## config.mk

```make
export PLATFORM = sky130hd
export DESIGN_NAME = sprite_anim_renderer
export DESIGN_NICKNAME = d
export VERILOG_FILES = /design/src/rtl/sprite_anim_renderer.sv
export SDC_FILE = /design/constraint.sdc
export NUM_CORES = 1
export LEC_CHECK = 0
export BUFFER_PORTS_ARGS = -buffer_cell sky130_fd_sc_hd__buf_2
export CORE_UTILIZATION = 50
export DETAILED_ROUTE_END_ITERATION = 7
export PLACE_DENSITY = 0.74
export SYNTH_ARGS = -nofsm -noshare
export SYNTH_HDL_FRONTEND = slang
export SYNTH_SLANG_ARGS = --single-unit
export TNS_END_PERCENT = 20
```

## constraint.sdc

```tcl
create_clock -name vga_clk -period 13.7 [get_ports vga_clk]
set_input_delay 2.74 -clock vga_clk [delete_from_list [all_inputs] [get_ports vga_clk]]
set_output_delay 2.74 -clock vga_clk [all_outputs]
set_load 0.05 [all_outputs]
```

## src/rtl/sprite_anim_renderer.sv

```systemverilog
// Animated, directional sprite over a per-pixel background. Three-stage fixed-latency
// pixel pipeline in front of an external synchronous sprite ROM and a combinational palette.
module sprite_anim_renderer #(
  parameter int SPR_W       = 28,
  parameter int SPR_H       = 38,
  parameter int SCALE_SHIFT = 0,
  parameter int NUM_DIRS    = 4,
  parameter int NUM_FRAMES  = 2,
  parameter int IDX_W       = 3,
  parameter int TRANSP_IDX  = 0,
  parameter int FRAME_DIV   = 8,
  parameter int ADDR_W      = $clog2(SPR_W * SPR_H * NUM_FRAMES * NUM_DIRS),
  parameter int DIR_W       = (NUM_DIRS > 1) ? $clog2(NUM_DIRS) : 1
) (
  input  logic              vga_clk,
  input  logic              Reset,
  input  logic [9:0]        DrawX,
  input  logic [9:0]        DrawY,
  input  logic              blank,
  input  logic              frame_start,
  input  logic [9:0]        pos_x,
  input  logic [9:0]        pos_y,
  input  logic [DIR_W-1:0]  dir,
  input  logic              moving,
  input  logic [3:0]        bg_red,
  input  logic [3:0]        bg_green,
  input  logic [3:0]        bg_blue,
  output logic [ADDR_W-1:0] rom_addr,
  input  logic [IDX_W-1:0]  rom_q,
  output logic [IDX_W-1:0]  pal_idx,
  input  logic [3:0]        pal_red,
  input  logic [3:0]        pal_green,
  input  logic [3:0]        pal_blue,
  output logic [3:0]        red,
  output logic [3:0]        green,
  output logic [3:0]        blue,
  output logic              sprite_hit
);

  localparam int FRM_W  = (NUM_FRAMES > 1) ? $clog2(NUM_FRAMES) : 1;
  localparam int TICK_W = (FRAME_DIV > 1) ? $clog2(FRAME_DIV) : 1;
  localparam logic [9:0] SCR_W = 10'(SPR_W << SCALE_SHIFT);
  localparam logic [9:0] SCR_H = 10'(SPR_H << SCALE_SHIFT);

  logic [9:0]        s_pos_x_q, s_pos_y_q;
  logic [DIR_W-1:0]  s_dir_q;
  logic              s_moving_q;
  logic [TICK_W-1:0] tick_q;
  logic [FRM_W-1:0]  frame_q;

  logic [ADDR_W-1:0] rom_addr_q, rom_addr_d;
  logic              hit1_q, blank1_q, hit2_q, blank2_q;
  logic [11:0]       bg1_q, bg2_q;
  logic [3:0]        red_q, green_q, blue_q, red_d, green_d, blue_d;
  logic              sprite_hit_q, sprite_hit_d;

  logic [10:0]       dx_s, dy_s;
  logic              hit1_s;
  logic [9:0]        lx_s, ly_s;
  logic [FRM_W-1:0]  frame_eff_s;

  // Shadow registers and animation counters update only on the frame pulse.
  always_ff @(posedge vga_clk) begin
    if (Reset) begin
      s_pos_x_q  <= 10'd0;
      s_pos_y_q  <= 10'd0;
      s_dir_q    <= '0;
      s_moving_q <= 1'b0;
      tick_q     <= '0;
      frame_q    <= '0;
    end else if (frame_start) begin
      s_pos_x_q  <= pos_x;
      s_pos_y_q  <= pos_y;
      s_dir_q    <= dir;
      s_moving_q <= moving;
      if (!moving) begin
        tick_q  <= '0;
        frame_q <= '0;
      end else if (tick_q == TICK_W'(FRAME_DIV - 1)) begin
        tick_q  <= '0;
        frame_q <= (frame_q == FRM_W'(NUM_FRAMES - 1)) ? '0 : frame_q + 1'b1;
      end else begin
        tick_q  <= tick_q + 1'b1;
      end
    end
  end

  // Stage 1 combinational: offset, bounds test and texel address.
  always_comb begin
    dx_s        = {1'b0, DrawX} - {1'b0, s_pos_x_q};
    dy_s        = {1'b0, DrawY} - {1'b0, s_pos_y_q};
    hit1_s      = !dx_s[10] && !dy_s[10] && (dx_s[9:0] < SCR_W) && (dy_s[9:0] < SCR_H);
    lx_s        = dx_s[9:0] >> SCALE_SHIFT;
    ly_s        = dy_s[9:0] >> SCALE_SHIFT;
    frame_eff_s = s_moving_q ? frame_q : '0;
    if (hit1_s) begin
      rom_addr_d = ((ADDR_W'(s_dir_q) * ADDR_W'(NUM_FRAMES) + ADDR_W'(frame_eff_s))
                    * ADDR_W'(SPR_H) + ADDR_W'(ly_s)) * ADDR_W'(SPR_W) + ADDR_W'(lx_s);
    end else begin
      rom_addr_d = '0;
    end
  end

  // Stages 1 and 2: address register plus hit/blank/background delay line.
  always_ff @(posedge vga_clk) begin
    if (Reset) begin
      rom_addr_q <= '0;
      hit1_q     <= 1'b0;
      blank1_q   <= 1'b0;
      bg1_q      <= 12'd0;
      hit2_q     <= 1'b0;
      blank2_q   <= 1'b0;
      bg2_q      <= 12'd0;
    end else begin
      rom_addr_q <= rom_addr_d;
      hit1_q     <= hit1_s;
      blank1_q   <= blank;
      bg1_q      <= {bg_red, bg_green, bg_blue};
      hit2_q     <= hit1_q;
      blank2_q   <= blank1_q;
      bg2_q      <= bg1_q;
    end
  end

  // The ROM output is already registered, so it feeds the palette directly to hold 3-cycle latency.
  assign pal_idx = hit2_q ? rom_q : '0;

  // Stage 3 colour select.
  always_comb begin
    red_d        = 4'd0;
    green_d      = 4'd0;
    blue_d       = 4'd0;
    sprite_hit_d = 1'b0;
    if (!blank2_q) begin
      red_d        = 4'd0;
      green_d      = 4'd0;
      blue_d       = 4'd0;
      sprite_hit_d = 1'b0;
    end else if (hit2_q && (rom_q != IDX_W'(TRANSP_IDX))) begin
      red_d        = pal_red;
      green_d      = pal_green;
      blue_d       = pal_blue;
      sprite_hit_d = 1'b1;
    end else begin
      red_d        = bg2_q[11:8];
      green_d      = bg2_q[7:4];
      blue_d       = bg2_q[3:0];
      sprite_hit_d = 1'b0;
    end
  end

  // Stage 3 output registers.
  always_ff @(posedge vga_clk) begin
    if (Reset) begin
      red_q        <= 4'd0;
      green_q      <= 4'd0;
      blue_q       <= 4'd0;
      sprite_hit_q <= 1'b0;
    end else begin
      red_q        <= red_d;
      green_q      <= green_d;
      blue_q       <= blue_d;
      sprite_hit_q <= sprite_hit_d;
    end
  end

  assign rom_addr   = rom_addr_q;
  assign red        = red_q;
  assign green      = green_q;
  assign blue       = blue_q;
  assign sprite_hit = sprite_hit_q;

endmodule

```

---- Yosys cells after proc, flatten, opt, wreduce, memory -nomap -nowiden ----
Index checks and enable logic that the tools add are counted.
storage, ports and cells
  register bits ........................... 82
  output and inout port bits .............. 30
  logic and storage cells ................. 53
cells by class
  order comparisons ....................... 2
  reduce and logical (&&, ||, !) cells .... 10
  bitwise logic cells ..................... 2
  eq/ne operators ......................... 2
  add/sub/neg operators ................... 7
  multiplexer cells ....................... 11
  multipliers ............................. 2
operator list
  operator                 count
  $sub A10 B10 Y11         2
  $add A14 B10 Y14         1
  $mul A11 B3 Y12 const B  1
  $mux W4                  3
  $add A10 B10 Y11         1
  $lt A10 B5 Y1 const B    1
  $lt A10 B6 Y1 const B    1
  $mul A4 B5 Y9 const B    1
  $mux W3                  3
  $mux W1                  5
  $add A3 B1 Y4            1
  $logic_and A1 B1 Y1      4
  $reduce_or A2 Y1         2
  $add A3 B1 Y3 const B    1
  $eq A3 B3 Y1 const B     1
  $reduce_bool A3 Y1       1
  $logic_not A1 Y1         2
  $ne A2 B1 Y1 const B     1
  $not A1 Y1               2
  $reduce_and A2 Y1        1
  $add A1 B1 Y1 const B    1

---- Longest topological paths before layout ----
Gate-level depths: netlist (run 1).
  depth in word-level cells ............... 7
  depth in mapped cells ................... 26

---- Worst setup path after synthesis (run 1) ----
No wires, ideal clock.
  path kind ............................... input-to-reg
  start ................................... input port DrawY[0]
  end ..................................... register rom_addr_q[13], in the netlist rom_addr[13]
  stages on the path ...................... 26
  setup slack ............................. 6.506 ns
  required time ........................... 13.585 ns
  setup time .............................. 0.115 ns
  arrival time ............................ 7.079 ns
  path through ............................ inv_1 ha_1 fa_1 nor2b_1 o21a_1 nor2_1 xnor2_1 ha_1 o21ai_0 a21oi_1 nor2_1 xnor2_1 inv_1 fa_1 inv_1 ha_1 nor2b_1 nor2_1 xnor2_1 ha_1 o21a_1 nor2_1 a21oi_1 nand4_1 xnor2_1 nor2_2
between the ends
  longest elaborated chain between the ends .. 7
  elaborated cells on any way between the ends .. 11
  those cells by class .................... 3 x add/sub; 1 x mul; 1 x order compare; 1 x bitwise; 5 x reduce/logical
ends and longest elaborated chain
  what                                                      line  RTL
  start: declaration                                        18    input logic [9:0] DrawY,
  $sub A10 B10 Y11 (*)                                      91    dy_s = {1'b0, DrawY} - {1'b0, s_pos_y_q};
  branches (longest 6 deep; another with $add A14 B10 Y14)  -
  end signal: assignment                                    115   rom_addr_q <= rom_addr_d;
  end: declaration                                          51    logic [ADDR_W-1:0] rom_addr_q, rom_addr_d;
Every way passes the cells marked *.
A chain may end at the register's enable or synchronous reset.

---- Worst setup path after layout (run 1) ----
Same ends and word-level chain as after synthesis.

==> results by group, run 1 <==
Timing
  – Worst slew pin tran: 0.801 ns
  – Setup TNS: 0 ns
  – Period utilization: 53.3%
  – Clk_skew: 0.0158 ns
  – Peak Freq: 0.137 GHz
  – Endpoints failing setup: 0
  – WHS: 0.435 ns
  – Hold violation total from the final report: 0
  – RSZ-0062 raised after global routing: false
  – Slew HR: 46.6%
  – Final setup margin: 6.40 ns
  – Final Critical Period: 7.30 ns
  – Final Slew Violations: 0

Pwr
  – Pleak: 2.82 nW
  – Comb pwr share: 64.8%
  – PwrDens: 209 nW/um2
  – Clock Power Share: 14.8%
  – Worst VDD drop: 144 uV
  – Switching Share: 43.8%
  – P_sw: 536 uW
  – Sequential power share: 20.4%
  – Design internal power: 688 uW

Global routing
  – Initial antenna violation count: 1
  – Largest net degree at the start of global routing: 57
  – Total GRT Usage: 20.1%
  – Vias in the first global route: 3848
  – Total global routing overflow: 0
  – First-pass GRT wire length: 16400 um

Critical path
  – Crit path capture type: flop
  – Worst R2R Path Depth: 25
  – Worst Path Max Fanout: 5
  – Critical path required time: 13.95 ns
  – Worst R2R Setup Slack: 8.52 ns
  – Setup CP Type: in2reg
  – Terminus of the critical flop-to-flop path: rom_addr[13]
  – R2R Path Start: s_dir_q[0]
  – Startpoint class of the critical path: input pin
  – Crit path DAT: 7.55 ns

Drt
  – DR pass1 iterations: 4
  – 1st-iter DRT viols: 125
  – Antenna-violating nets left: 0
  – Final WL: 10100 um
  – DR WL/cell: 12.5 um
  – Drc violations: 0
  – Mean number of vias per cell: 5.01
  – Vias: 4043

Synthesis
  – Yosys reg bits: 82
  – Synth unique cells: 52
  – Predominant post-synthesis flop cell: dfxtp_1
  – Yosys top cell area share: 32.7%
  – Mapped Cells: 566
  – Synth warn: 0
  – Largest cells by area after synthesis: dfxtp_1, ha_1, fa_1, mux2i_1, nor2b_1
  – Syn nets: 708
  – Avg Synthesized Cell Area: 8.88 um2
  – Synth area leader: dfxtp_1
  – Post-synth EDFFs: 0
  – Netlist area before placement: 5030 um2
  – Register area share after synthesis: 32.7%
  – FFs w/ async S/R, synth: 0%

Floorplan
  – Core Region: 9770 um2
  – Die width: 102 um
  – Cell Rows: 36
  – Die height: 102 um
  – Initial cell density of the core: 51.4%
  – Die ar.: 10500 um2
  – # IOs: 104

Clock network
  – TritonCTS clock tree: yes
  – Clock Latency Late Sink: 0.36 ns
  – Clk Tree Root Cell: clkbuf_8
  – CTS H-tree lvls: 3
  – Number of buffers created by CTS: 9
  – Post-CTS Setup Inserts: 0
  – # hold bufs at CTS: 0
  – Clk buf depth: 2
  – Clock-pin slew on the worst setup and hold paths: 0.10 ns
  – CTS resizes: 0
  – Clock tree sinks: 82

Finish
  – Layout area overhead: 16.7%
  – ANT cells: 0
  – Nets: 811
  – Cell Count, Final, Fillers Out: 807
  – Share of cells above drive strength 1: 20.6%
  – Final core occ: 60.0%

Place
  – Final HPWL DP: 8190 um
  – Number of port buffers: 103
  – GP Congestion: 0.931
  – Pre-CTS WS: 6.01 ns
  – Post-Place Cells: 791

Job
  – Maxcap violations: 0

Min path
  – Worst Hold Launch: bg2_q[3]
  – WHS Endpoint: blue[3]
  – Type of the tightest min-delay check: reg2reg
  – Worst Hold Depth: 2

Run status
  – Status: finished clean
-- cell usage after synthesis (4+ instances only) --
cell and instances:
mux2i_1 24, o21a_1 12, nor2_1 56, fa_1 12
inv_1 55, dfxtp_1 82, xor2_1 14, o21ai_0 14
nor2b_1 38, nand2_1 38, ha_1 56, xnor2_1 24
nand2b_1 12, and2_1 4, buf_1 4, nor2_2 9
clkbuf_1 8, nand3_1 4, a21oi_1 43, nor3_1 7
a21o_1 6
-- power by group through the flow --
stage          clock [mW]  combinational [mW]  sequential, mW
6_report            0.181               0.793           0.250
3_3_place_gp            0               0.766           0.255
2_1_floorplan           0               0.661           0.255
3_5_place_dp            0               0.791           0.256
4_1_cts             0.185               0.799           0.250
5_1_grt             0.195               0.905           0.251
-- routing by layer --
layer	global-route usage, %	share of wire (%)
met1	23.4	44
met2	35.3	49
met3	5.68	5.4
met4	6.81	1.5
met5	0	0.099
-- critical path, cell delays in order --
cell	delay, ns
buf_2	0.07
inv_1	0.03
ha_1	0.21
fa_1	0.40
nor2b_1	0.20
o21a_1	0.13
nor2_1	0.04
xnor2_1	0.14
ha_1	0.33
o21ai_0	0.09
a21oi_1	0.22
nor2_1	0.10
xnor2_1	0.39
inv_1	0.12
fa_1	0.51
inv_1	0.04
ha_1	0.35
nor2b_1	0.19
nor2_1	0.07
xnor2_1	0.12
ha_1	0.31
o21a_1	0.12
nor2_1	0.04
a21oi_1	0.15
nand4_1	0.14
xnor2_1	0.21
nor2_2	0.04
-- per-stage QoR --
step	power, mW	instance area, um2
finish	1.22	5860
global route	1.35	5860
CTS	1.23	5860
detailed placement	1.05	5660
global placement	1.02	5660
floorplan	0.916	5030
-- cell type report --
class / count / area [um2]
Fill cell: 903 / 3910
Multi-Input combinational cell: 414 / 3110
Sequential cell: 82 / 1640
Timing Repair Buffer: 105 / 531
Inverter: 57 / 214
Tap cell: 133 / 166
Clock buffer: 9 / 124
Clock inverter: 7 / 82.6
-- sequential cells by signal (all words and copies together) (netlist names), 2 cells and up --
name / cells
s_pos_y_q: 10
s_dir_q: 2
s_pos_x_q: 10
red: 4
green: 4
rom_addr: 14
bg1_q: 12
bg2_q: 12
tick_q: 3
blue: 4
-- placed cells by master (no fill, tap or decap), drive strengths merged, types with 12 or more instances in the layout --
cell | netlist | routed
buf | 5 | 105
dfxtp | 82 | 82
nor2 | 65 | 65
inv | 57 | 61
ha | 56 | 56
a21oi | 43 | 43
nor2b | 39 | 39
nand2 | 38 | 38
xnor2 | 24 | 24
mux2i | 24 | 24
xor2 | 14 | 14
o21ai | 14 | 14
nand2b | 12 | 12
o21a | 12 | 12
fa | 12 | 12
-- how the worst max path moves through the flow --
stage / start / to / cells after the start
after floorplan: DrawY[0] / rom_addr[13] / 26
after global placement: DrawY[0] / rom_addr[13] / 27
after detailed placement: DrawY[0] / rom_addr[12] / 27
after CTS: DrawY[0] / rom_addr[12] / 27
after global routing: DrawY[0] / rom_addr[13] / 27
final: DrawY[0] / rom_addr[13] / 27
-- logic make-up (layout without fill, tap and decap cells) --
kind of cell / after synthesis / count (layout) / synth area share (%)
adders and majority gates: 68 / 68 / 18.7
and+or+nand+nor: 182 / 182 / 18.6
xor gates and xnor gates: 38 / 38 / 6.62
DFF: 82 / 82 / 32.7
AOI/OAI and AO/OA: 102 / 102 / 13.0
buffers and inverters: 70 / 178 / 5.55
muxes: 24 / 24 / 4.78
Power figures use the tool's default switching activity.
==> run 2: changes to the inputs <==
Clock period 13.7 ns to 7.5 ns, I/O delays scaled along.
==> results by group, run 2 (same netlist as run 1, synthesis figures left out) <==
Clock network
  – Post-CTS Setup Inserts: 0 (unchanged)
  – TritonCTS clock tree: yes (unchanged)
  – Clk Tree Root Cell: clkbuf_8 (unchanged)
  – Number of buffers created by CTS: 9 (unchanged)
  – CTS H-tree lvls: 3 (unchanged)
  – Clock Latency Late Sink: 0.36 ns (about the same)
  – Clock-pin slew on the worst setup and hold paths: 0.10 ns (about the same)
  – Clock tree sinks: 82 (unchanged)
  – # hold bufs at CTS: 0 (unchanged)
  – CTS resizes: 0 (unchanged)
  – Clk buf depth: 2 (unchanged)

Place
  – GP Congestion: 0.930 (was 0.931)
  – Number of port buffers: 103 (unchanged)
  – Final HPWL DP: 8210 um (was 8190 um)
  – Post-Place Cells: 791 (unchanged)

Critical path
  – Critical path required time: 7.75 ns (was 13.95 ns)
  – CP max stage cell: fa_1 (unchanged)
  – Setup CP Type: in2reg (unchanged)
  – Crit path capture type: flop (unchanged)
  – CP Buf/Inv Count: 4 (unchanged)
  – Startpoint class of the critical path: input pin (unchanged)
  – Worst Path Max Fanout: 5 (unchanged)
  – Largest stage delay, worst path: 0.51 ns (about the same)
  – CP delay by family, top: adder cells (unchanged)
  – Crit path DAT: 6.32 ns (was 7.55 ns)

Timing
  – Worst slew pin tran: 0.804 ns (was 0.801 ns)
  – Peak Freq: 0.165 GHz
  – Hold violation total from the final report: 0 (unchanged)
  – Period utilization: 80.9%
  – Endpoints failing setup: 0 (unchanged)
  – Setup TNS: 0 ns (unchanged)
  – Slew HR: 46.4% (was 46.6%)
  – RSZ-0062 raised after global routing: false (unchanged)
  – Final Slew Violations: 0 (unchanged)
  – WHS: 0.426 ns (was 0.435 ns)
  – Final Critical Period: 6.07 ns
  – Clk_skew: 0.0143 ns (was 0.0158 ns)

Floorplan
  – Die width: 102 um (unchanged)
  – Cell Rows: 36 (unchanged)
  – Core Region: 9770 um2 (unchanged)
  – Initial cell density of the core: 51.4% (unchanged)
  – Die ar.: 10500 um2 (unchanged)
  – Die height: 102 um (unchanged)
  – # IOs: 104 (unchanged)

Global routing
  – First-pass GRT wire length: 16600 um (was 16400 um)
  – Total GRT Usage: 20.1% (about the same)
  – Largest net degree at the start of global routing: 57 (unchanged)
  – Vias in the first global route: 3812 (was 3848)
  – Total global routing overflow: 0 (unchanged)
  – Initial antenna violation count: 1 (unchanged)

Run status
  – Status: finished clean (unchanged)

Pwr
  – Worst VDD drop: 263 uV (was 144 uV)
  – Pleak: 2.82 nW (about the same)
  – PwrDens: 377 nW/um2 (was 209 nW/um2)

Finish
  – Filler Cell Count: 887 (was 903)
  – Max reg flops: 14 (unchanged)
  – ANT cells: 0 (unchanged)
  – Layout area overhead: 16.7% (about the same)
  – Most frequent cells in the layout: buf_2, dfxtp_1, nor2_1, ha_1, inv_1 (unchanged)
  – Nets: 811 (unchanged)
  – Commonest non-fill, non-tap cell in the layout: buf_2 (unchanged)
  – Cell Count, Final, Fillers Out: 807 (unchanged)
  – Share of cells above drive strength 1: 20.6% (unchanged)

Drt
  – Antenna-violating nets left: 0 (unchanged)
  – Vias: 4014 (was 4043)
  – Mean number of vias per cell: 4.97 (was 5.01)
  – 1st-iter DRT viols: 133 (was 125)
  – DR WL/cell: 12.5 um (about the same)
  – Drc violations: 0 (unchanged)
  – DR pass1 iterations: 5 (was 4)
  – Final WL: 10100 um (about the same)

Job
  – Maxcap violations: 0 (unchanged)

Min path
  – Type of the tightest min-delay check: reg2reg (unchanged)
run 2: cell types whose count changed in the layout (fill, tap and decap cells not counted):
| cell | before | now |
|---|---|---|
| inv_6 | 3 | 1 |
| bufinv_16 | 1 | 0 |
| clkinv_4 | 0 | 2 |
| clkinvlp_4 | 2 | 0 |
| inv_8 | 1 | 2 |
| clkinv_8 | 0 | 2 |
run 2: per-stage QoR:
step | setup slack (ns) | power [mW] | cell area, um2 | util, %
5_1_grt | 0.929 | 2.45 | 5860 | 60.0
2_1_floorplan | 1.55 | 1.67 | 5030 | -
6_report | 1.43 | 2.21 | 5860 | 60.0
4_1_cts | 1.42 | 2.23 | 5860 | 60.0
3_3_place_gp | 1.22 | 1.86 | 5660 | 57.9
3_5_place_dp | 1.04 | 1.91 | 5660 | 57.9
run 2: metal layers:
layer	GRT usage (%)	wire length [um]	share of wire, %
met1	24.7	4610	46
met5	0	10	0.099
met3	4.65	441	4.4
met2	35.1	4920	49
met4	5.82	131	1.3
run 2: final timing paths:
kind                                     end        from  depth (start not counted)  slack [ns]
worst max-delay path            rom_addr[12]    DrawY[0]                         27        1.43
worst min register to register      green[1]    bg2_q[5]                          2        0.43
worst max register to register  rom_addr[12]  s_dir_q[0]                         25        2.32
worst min-delay path                green[1]    bg2_q[5]                          2        0.43
run 2: report_power, final:
part | total (mW) | switching, mW | internal, mW
combinational | 1.44 | 0.792 | 0.649
clock | 0.315 | 0.182 | 0.133
sequential | 0.457 | 0.00697 | 0.450
run 2: tightest hold or removal path: cells and delay by family (launching register included):
kind / cells / cell delay (ns)
AND/OR/NAND/NOR: 1 / 0.05
flip-flops: 1 / 0.31
AO/OA/AOI/OAI: 1 / 0.05
run 2: final cells by class:
cell class / instances / area (um2) / share of cell area (%)
Multi-Input combinational cell: 414 / 3110 / 53.0
Sequential cell: 82 / 1640 / 28.0
Timing Repair Buffer: 105 / 531 / 9.05
Inverter: 57 / 214 / 3.65
Tap cell: 133 / 166 / 2.84
Clock buffer: 9 / 124 / 2.11
Clock inverter: 7 / 81.3 / 1.39
